==> config.mk <==
export PLATFORM = sky130hd
export DESIGN_NAME = fetch_sequencer_flat
export DESIGN_NICKNAME = d
export VERILOG_FILES = /design/src/rtl/fetch_sequencer_if.sv /design/src/rtl/fetch_sequencer.sv /design/src/flat_wrapper.sv
export SDC_FILE = /design/constraint.sdc
export NUM_CORES = 1
export LEC_CHECK = 0
export ABC_AREA = 1
export CAP_MARGIN = 15
export CORE_UTILIZATION = 41
export DETAILED_ROUTE_END_ITERATION = 6
export PLACE_DENSITY = 0.79
export SKIP_CTS_REPAIR_TIMING = 1
export SYNTH_ARGS = -nofsm -noshare
export SYNTH_HDL_FRONTEND = slang
export SYNTH_SLANG_ARGS = --single-unit
==> constraint.sdc <==
create_clock -name clk -period 1.9 [get_ports clk]
set_input_delay 0.57 -clock clk [delete_from_list [all_inputs] [get_ports clk]]
set_output_delay 0.57 -clock clk [all_outputs]
set_load 0.1 [all_outputs]
==> src/rtl/fetch_sequencer_if.sv <==
// fetch_sequencer_if: fetch-stage bundle shared by execute, instruct_mem and fetch_sequencer
interface fetch_sequencer_if #(parameter int PC_W = 16);
  logic [PC_W-1:0] imem_pc, imem_instr, redirect_pc, instr, instr_pc, epc;
  logic stall, redirect_valid, irq_req, irq_ret, instr_valid, irq_ack;
  modport master(
    output imem_pc, instr, instr_pc, instr_valid, irq_ack, epc,
    input  imem_instr, stall, redirect_valid, redirect_pc, irq_req, irq_ret
  );
  modport slave(
    input  imem_pc, instr, instr_pc, instr_valid, irq_ack, epc,
    output imem_instr, stall, redirect_valid, redirect_pc, irq_req, irq_ret
  );
endinterface

==> src/rtl/fetch_sequencer.sv <==
// fetch_sequencer: PC sequencing for a 1-cycle synchronous imem with stall, redirect and interrupts.
// Define FETCH_IRQ_EN to build the interrupt entry/return logic; otherwise irq inputs are ignored.
module fetch_sequencer #(
  parameter int              PC_W     = 16,
  parameter logic [PC_W-1:0] RESET_PC = PC_W'(1),
  parameter logic [PC_W-1:0] IRQ_VEC  = '0
) (
  input logic clk,
  input logic rst_n,
  fetch_sequencer_if.master bus
);
  typedef enum logic [1:0] {S_BOOT, S_RUN, S_FLUSH} state_t;
  state_t state_q, state_d;
  logic [PC_W-1:0] pc_q, pc_d, tag_q, tag_d;
  logic valid_q, valid_d, take_ret, take_irq, jump;
  // While stalled the memory re-reads the held word so instr stays stable.
  assign bus.imem_pc     = bus.stall && !bus.redirect_valid ? tag_q : pc_q;
  assign bus.instr       = bus.imem_instr;
  assign bus.instr_pc    = tag_q;
  assign bus.instr_valid = valid_q;
  assign jump = bus.redirect_valid || take_ret || take_irq;
  always_comb begin
    pc_d    = bus.redirect_valid ? bus.redirect_pc :
              take_ret ? bus.epc : take_irq ? IRQ_VEC : bus.stall ? pc_q : pc_q + 1'b1;
    tag_d   = jump || bus.stall ? tag_q : bus.imem_pc;
    valid_d = jump ? 1'b0 : bus.stall ? valid_q : 1'b1;
    state_d = jump ? S_FLUSH : bus.stall ? state_q : S_RUN;
  end
  always_ff @(posedge clk or negedge rst_n)
    if (!rst_n) begin
      pc_q    <= RESET_PC;
      tag_q   <= '0;
      valid_q <= 1'b0;
      state_q <= S_BOOT;
    end else begin
      pc_q    <= pc_d;
      tag_q   <= tag_d;
      valid_q <= valid_d;
      state_q <= state_d;
    end
`ifdef FETCH_IRQ_EN
  logic busy_q, busy_d, ack_q, ack_d;
  logic [PC_W-1:0] epc_q, epc_d;
  // Entry waits for a consumable word so the interrupted word is never lost.
  assign take_ret = bus.irq_ret && busy_q && !bus.redirect_valid;
  assign take_irq = bus.irq_req && !busy_q && valid_q && !bus.stall && !bus.redirect_valid;
  assign bus.irq_ack = ack_q;
  assign bus.epc     = epc_q;
  always_comb begin
    busy_d = take_ret ? 1'b0 : take_irq ? 1'b1 : busy_q;
    ack_d  = take_irq;
    epc_d  = take_irq ? pc_q : epc_q;
  end
  always_ff @(posedge clk or negedge rst_n)
    if (!rst_n) begin
      busy_q <= 1'b0;
      ack_q  <= 1'b0;
      epc_q  <= '0;
    end else begin
      busy_q <= busy_d;
      ack_q  <= ack_d;
      epc_q  <= epc_d;
    end
`else
  assign take_ret    = 1'b0;
  assign take_irq    = 1'b0;
  assign bus.irq_ack = 1'b0;
  assign bus.epc     = '0;
`endif
endmodule

==> src/flat_wrapper.sv <==
// flat-port wrapper written by rule: the top's interface ports become plain ports
module fetch_sequencer_flat 
#(
  parameter int              PC_W     = 16,
  parameter logic [PC_W-1:0] RESET_PC = PC_W'(1),
  parameter logic [PC_W-1:0] IRQ_VEC  = '0
)
  (clk, rst_n, bus_imem_pc, bus_instr, bus_instr_pc, bus_instr_valid, bus_irq_ack, bus_epc, bus_imem_instr, bus_stall, bus_redirect_valid, bus_redirect_pc, bus_irq_req, bus_irq_ret);
  fetch_sequencer_if #(.PC_W(PC_W)) bus_i ();
  input logic clk;
  input logic rst_n;
  output wire logic [$bits(bus_i.imem_pc)-1:0] bus_imem_pc;
  output wire logic [$bits(bus_i.instr)-1:0] bus_instr;
  output wire logic [$bits(bus_i.instr_pc)-1:0] bus_instr_pc;
  output wire logic [$bits(bus_i.instr_valid)-1:0] bus_instr_valid;
  output wire logic [$bits(bus_i.irq_ack)-1:0] bus_irq_ack;
  output wire logic [$bits(bus_i.epc)-1:0] bus_epc;
  input wire logic [$bits(bus_i.imem_instr)-1:0] bus_imem_instr;
  input wire logic [$bits(bus_i.stall)-1:0] bus_stall;
  input wire logic [$bits(bus_i.redirect_valid)-1:0] bus_redirect_valid;
  input wire logic [$bits(bus_i.redirect_pc)-1:0] bus_redirect_pc;
  input wire logic [$bits(bus_i.irq_req)-1:0] bus_irq_req;
  input wire logic [$bits(bus_i.irq_ret)-1:0] bus_irq_ret;
  assign bus_imem_pc = bus_i.imem_pc;
  assign bus_instr = bus_i.instr;
  assign bus_instr_pc = bus_i.instr_pc;
  assign bus_instr_valid = bus_i.instr_valid;
  assign bus_irq_ack = bus_i.irq_ack;
  assign bus_epc = bus_i.epc;
  assign bus_i.imem_instr = bus_imem_instr;
  assign bus_i.stall = bus_stall;
  assign bus_i.redirect_valid = bus_redirect_valid;
  assign bus_i.redirect_pc = bus_redirect_pc;
  assign bus_i.irq_req = bus_irq_req;
  assign bus_i.irq_ret = bus_irq_ret;
  fetch_sequencer #(.PC_W(PC_W), .RESET_PC(RESET_PC), .IRQ_VEC(IRQ_VEC)) u_core (.clk(clk), .rst_n(rst_n), .bus(bus_i));
endmodule
### Word-level counts from Yosys, hierarchy flattened

Index checks and enable logic that the tools add are counted.

| storage, ports and cells | value |
|---|---|
| register bits | 33 |
| bits of input ports | 38 |
| output and inout port bits | 66 |
| logic and storage cells | 13 |

| cells by class | value |
|---|---|
| $add $sub $neg | 1 |
| equality and inequality tests | 1 |
| multiplexer cells | 5 |
| reductions and logical operators | 3 |

Operator list:

| cell | count |
|---|---|
| $mux W16 | 3 |
| $add A16 B1 Y16 const B | 1 |
| $mux W1 | 2 |
| $ne A2 B1 Y1 const B | 1 |
| $logic_and A1 B1 Y1 | 1 |
| $logic_not A1 Y1 | 1 |
| $logic_or A1 B1 Y1 | 1 |

### Depth between registers and ports, before layout

Gate-level depths: netlist of run 1.

| logic depth | value |
|---|---|
| word-level depth | 3 |
| depth in mapped cells | 8 |
| mapped depth without buffers | 7 |

### Worst setup path before layout of run 1

No wires, ideal clock.

| timing path | value |
|---|---|
| kind | reg-to-output |
| start | reg u_core.tag_q[10], in the netlist u_core.bus.instr_pc[10] |
| end | out bus_imem_pc[10] |
| arrival time | 3.181 ns |
| required time | 1.330 ns |
| path slack | -1.851 ns |
| stages on the path, launching flop included | 3 |
| path buffers | 0 |
| cell sequence | dfrtp_1 > inv_1 > o21ai_0 |

| on the way | value |
|---|---|
| longest elaborated chain between the ends | 1 |

RTL lines:

| item | line | text |
|---|---|---|
| from (decl) | fetch_sequencer.sv:14 | `logic [PC_W-1:0] pc_q, pc_d, tag_q, tag_d;` |
| from (signal assigned) | fetch_sequencer.sv:37 | `tag_q <= tag_d;` |
| $mux W16 | fetch_sequencer.sv:17 | `assign bus.imem_pc = bus.stall && !bus.redirect_valid ? tag_q : pc_q;` |
| to (decl) | flat_wrapper.sv:12 | `output wire logic [$bits(bus_i.imem_pc)-1:0] bus_imem_pc;` |

No other way between the ends.

### Worst setup path after layout of run 1

| timing path | value |
|---|---|
| start | in bus_stall |
| end | out bus_imem_pc[7] |

| on the way | value |
|---|---|
| longest elaborated chain between the ends | 2 |

RTL lines:

| item | line | text |
|---|---|---|
| from (decl) | flat_wrapper.sv:19 | `input wire logic [$bits(bus_i.stall)-1:0] bus_stall;` |
| $logic_and A1 B1 Y1 | fetch_sequencer.sv:17 |  |
| $mux W16 | fetch_sequencer.sv:17 |  |

No other way between the ends.

==> impl_metrics.yaml, run 1 <==
yosys:
  ys_seq_elements: 33
  yosysSeqAreaShare_pct: 37.4
  syn-cell-area_sq_um: 2210
  synth_cell_type_count: 28
  synth.avg_cell_area_sq_um: 7.37
  ys.warnings.count: 0
  netlist_instances: 300
floorplanning:
  rows: 26
  start_util_pct: 43.0
  chipHeight_microns: 75.5
  core_area_sq_um: 5140
  io_pins: 104
  die_area_sq_um: 5690
  fp.dieW_microns: 75.5
power:
  p_leak_uw: 0.00161
  peakVddDrop_mv: 0.451
  power_density_nw_per_um2: 943
  p_total_uw: 3340
final_layout:
  layout_common_cells: "nand2_1 (56), buf_12 (38), inv_1 (36)"
  multi_input_area_sq_um: 1260
  n_antenna_cell: 0
  seqCellArea_sq_um: 846
  fillers: 378
  layout.nets: 386
  drive_gt1_share_pct: 34.2
  mostFrequentLayoutCell: "nand2_1"
  syn2layout_area_growth_pct: 60.0
sta:
  setup-tns-final_ns: -1.08
  setup_slack_ns: -0.0908
  grt_setup_unrepaired: "true"
  clock_skew_ns: 0.00866
  hold_violations: 0
  max_freq_mhz: 502
  period_needed_ns: 1.99
  timing.final.crit_share_pct: 105
  setup_viol: 16
  hold_slack_ns: 0.553
  maxSlewViolCount: 0
global_routing:
  grt_usage_pct: 20.6
  grt_max_degree: 34
  antenna_found_initial: 0
  grt_pass1_wl_microns: 8760
  gr-total-overflow: 0
  grt_pass1_vias: 1896
worst_setup_path:
  crit_start: "bus_stall"
  worstReg2RegStart: "u_core.pc_q[0]"
  path_class: "in -> out"
  crit_path_end_kind: "primary output"
  critPathRequiredTime_ns: 1.33
  arrival_ns: 1.42
  critPathMaxFanout: 8
  critPathLaunchType: "primary input"
status:
  outcome: "finished, violations left"
  violations: "negative setup slack"
placement:
  routabilityCongestion: 0.815
  io_buffers: 52
  hpwl_microns: 3920
cts:
  clock-root-buffer: "clkbuf_8"
  cts_sinks: 33
  cts.path.max_buffers: 2
  h-tree-depth: 2
  cts_tree: "built"
  worst_skew_pair.late_latency_ns: 0.29
  clk_pin_slew_ns: 0.07
  cts_buffers: 5
route:
  drt_pass1_iterations: 4
  drtIter0Drc: 212
  ant_nets: 0
  wl_per_cell_microns: 13.3
  dr_total_vias: 2015
  drc: 0
  via_per_inst: 4.82
  wl_microns: 5580
hold_path:
  holdCritPathClass: "reg -> reg"
  hold_start: "u_core.bus.instr_valid"
job:
  cap_violations: 0
per-layer routing:
metal / vias to the layer above / wire, microns / global-route usage (%)
met5: - / 0 / 0
met1: 942 / 2250 / 25.7
met3: 11 / 268 / 3.57
met4: 0 / 110 / 9.67
li1: 998 / - / -
met2: 64 / 2950 / 35.0
synth_stat cells, drive strengths merged:
cell type | number | area (sq um)
o21bai | 3 | 22.5
a21oi | 9 | 45.0
nand4 | 6 | 37.5
nand3 | 19 | 105
ha | 1 | 12.5
dfstp | 1 | 26.3
clkbuf | 1 | 3.75
dfrtp | 32 | 801
inv | 39 | 146
buf | 44 | 339
o211ai | 4 | 30.0
nand2 | 74 | 285
nor2 | 28 | 149
nand3b | 2 | 15.0
a22o | 1 | 8.76
conb | 1 | 3.75
o21a | 1 | 7.51
xnor2 | 1 | 8.76
o21ai | 33 | 165
state kept, by name, summed over array words and instances (netlist names):
register and cells:
u_core.bus.instr_pc 16, u_core.bus.instr_valid 1, u_core.pc_q 16
power by group:
| part | internal, uW | total (uW) | switching (uW) |
|---|---|---|---|
| registers | 805 | 940 | 135 |
| logic | 613 | 1850 | 1240 |
| clock network | 295 | 547 | 252 |
cell families (layout without fill, tap and decap cells):
family	after synthesis	in the layout	share of synthesized area, %
AND/OR/NAND/NOR	129	129	26.8
buffers and inverters	84	116	22.1
AO/OA/AOI/OAI	51	51	12.6
XOR/XNOR	1	1	0.396
other	1	17	0.170
flip-flops	33	33	37.4
adder cells (fa/ha/maj)	1	1	0.566
final timing paths:
check	endpoint	slack, ns	depth (start not counted)
worst max-delay path	bus_imem_pc[7]	-0.09	7
worst min-delay path	u_core.bus.instr_valid	0.55	2
worst max register to register	u_core.pc_q[12]	0.36	6
worst min register to register	u_core.bus.instr_valid	0.55	2
max in group asynchronous	u_core.pc_q[0]	1.01	2
min in group asynchronous	u_core.bus.instr_pc[3]	0.65	2
critical path, cell delays in order:
cell and delay (ns):
buf_6 0.09, buf_6 0.12, nand2_8 0.13, buf_12 0.18, nand2_4 0.06, o21ai_4 0.07
buf_12 0.19
layout make-up:
| cell class | instances | area share [%] |
|---|---|---|
| well taps | 70 | 2.47 |
| repair buffers | 69 | 31.1 |
| multi-input cells | 199 | 35.7 |
| inverters | 39 | 4.35 |
| clock buffers | 8 | 2.55 |
| flip-flops and latches | 33 | 23.9 |
per-stage QoR:
| stage | worst slack (ns) | utilization, % | cell area, sq um | instances |
|---|---|---|---|---|
| floorplan | -0.203 | - | 2530 | 316 |
| global placement | -0.524 | 62.9 | 3230 | 404 |
| detailed placement | -0.538 | 62.9 | 3230 | 404 |
| CTS | -0.540 | 64.7 | 3320 | 412 |
| global route | -0.115 | 68.9 | 3540 | 418 |
| finish | -0.0908 | 68.9 | 3540 | 418 |
(Power assumes the default switching activity.)
==> run 2, diff against run 1 <==
--- a/config.mk
+++ b/config.mk
@@ -7,6 +7,7 @@
 export LEC_CHECK = 0
 export ABC_AREA = 1
 export CAP_MARGIN = 15
+export CORE_ASPECT_RATIO = 0.75
 export CORE_UTILIZATION = 41
 export DETAILED_ROUTE_END_ITERATION = 6
 export PLACE_DENSITY = 0.79
==> run 2 against run 1 <==
Effect of this change: the run now ends clean; hold slack worse by 0.0055 ns; clock skew grew 0.0027 ns; flip-flop and latch count unchanged; cell count grew 2.2%; critical path type unchanged; global-route usage grew 0.068 points; critical endpoint unchanged.
==> impl_metrics.yaml, run 2 (synthesis gave the netlist of run 1 again) <==
cts:
  worst_skew_pair.late_latency_ns: 0.30
  clock-root-buffer: "clkbuf_8"
  cts_buffers: 5
  clk_pin_slew_ns: 0.06
  h-tree-depth: 2
  cts_tree: "built"
  cts_sinks: 33
  cts.path.max_buffers: 2
worst_setup_path:
  path_cells: "buf_8 -> clkinv_8 -> nand2_8 -> clkbuf_16 -> o21ai_4 -> buf_12"
  cp_top_family: "buffers and inverters"
  cpMaxStageDelayCell: "buf_12"
  max_stage_delay_ns: 0.19
  worst-path-buf-inv: 4
  critPathLaunchType: "primary input"
  critPathRequiredTime_ns: 1.33
  crit_path_end_kind: "primary output"
  path_class: "in -> out"
  critPathMaxFanout: 6
  arrival_ns: 1.33
sta:
  setup_viol: 0
  clock_skew_ns: 0.0113
  setup-tns-final_ns: 0
  timing.final.crit_share_pct: 99.9
  period_needed_ns: 1.90
  max_freq_mhz: 527
  setup_slack_ns: 0.00135
  hold_violations: 0
  grt_setup_unrepaired: "true"
  maxSlewViolCount: 0
floorplanning:
  io_pins: 104
  start_util_pct: 43.9
  core_area_sq_um: 5040
  rows: 22
  chipHeight_microns: 65.6
  die_area_sq_um: 5700
  fp.dieW_microns: 86.8
route:
  drc: 0
  wl_microns: 5650
  ant_nets: 0
  via_per_inst: 4.96
  wl_per_cell_microns: 13.2
  drt_pass1_iterations: 4
  drtIter0Drc: 149
  dr_total_vias: 2119
placement:
  routabilityCongestion: 0.845
  preCtsSetupSlack_ns: -0.580
  dpl_cell_area_sq_um: 3270
  io_buffers: 52
  hpwl_microns: 4040
final_layout:
  mostFrequentLayoutCell: "nand2_1"
  n_antenna_cell: 0
  layout_common_cells: "nand2_1 (60), buf_12 (37), inv_1 (35)"
  syn2layout_area_growth_pct: 59.8
  fin_area_sq_um: 3540
  layout.nets: 393
  drive_gt1_share_pct: 34.9
power:
  p_leak_uw: 0.00159
  p_total_uw: 3470
  power_density_nw_per_um2: 983
  peakVddDrop_mv: 0.560
global_routing:
  antenna_found_initial: 0
  gr-total-overflow: 0
  grt_usage_pct: 20.7
  grt_pass1_vias: 1923
  grt_max_degree: 34
  grt_pass1_wl_microns: 8940
job:
  cap_violations: 0
hold_path:
  holdCritPathClass: "reg -> reg"
status:
  outcome: "complete, no violations"
-- run 2: cell count changes in the layout (fill, tap and decap cells not counted), sizes merged --
cell / before / now
buf: 49 / 56
bufinv: 0 / 1
clkbuf: 11 / 9
clkinv: 0 / 1
inv: 39 / 38
nand2: 74 / 75
-- run 2: worst min-delay path: cells and delay by family, from the launching register on --
| kind | cells | cell delay (ns) |
|---|---|---|
| flops | 1 | 0.39 |
| simple gates | 2 | 0.13 |
-- run 2: stage by stage --
| step | hold slack, ns | cells | util, % |
|---|---|---|---|
| 6_report | 0.548 | 427 | 70.2 |
| 5_1_grt | 0.579 | 427 | 70.2 |
| 4_1_cts | 0.563 | 420 | 67.2 |
| 3_5_place_dp | 0.540 | 412 | 64.9 |
| 3_3_place_gp | 0.542 | 412 | 64.9 |
| 2_1_floorplan | 0.274 | 316 | - |
-- run 2: layout make-up --
type,count,area (sq um)
multi-input combinational,200,1200
fill,371,1500
sequential,33,846
clock buffer,7,86.3
tap,72,90.1
inverter,39,159
timing repair buffer,75,1120
clock inverter,1,30.0
-- run 2: where the power goes --
group / total [uW] / switching [uW] / internal [uW]
clock: 702 / 274 / 428
sequential: 928 / 124 / 804
combinational: 1840 / 1240 / 607
-- run 2: final timing paths --
| kind | slack [ns] | endpoint | depth (start not counted) | start |
|---|---|---|---|---|
| max in group asynchronous | 1.00 | u_core.pc_q[0] | 2 | rst_n |
| setup reg to reg | 0.28 | u_core.pc_q[12] | 7 | u_core.pc_q[0] |
| min in group asynchronous | 0.64 | u_core.bus.instr_pc[6] | 2 | rst_n |
| setup / recovery | 0.001 | bus_imem_pc[7] | 6 | bus_redirect_valid |
| hold reg to reg | 0.55 | u_core.bus.instr_valid | 2 | u_core.bus.instr_valid |
| hold / removal | 0.55 | u_core.bus.instr_valid | 2 | u_core.bus.instr_valid |
-- run 2: layer usage --
metal | vias up | track usage (%) | wire (microns)
met3 | 12 | 5.40 | 425
met4 | 0 | 8.75 | 87
met1 | 998 | 26.7 | 2440
met2 | 95 | 33.0 | 2700
met5 | - | 0 | 0
li1 | 1014 | - | -
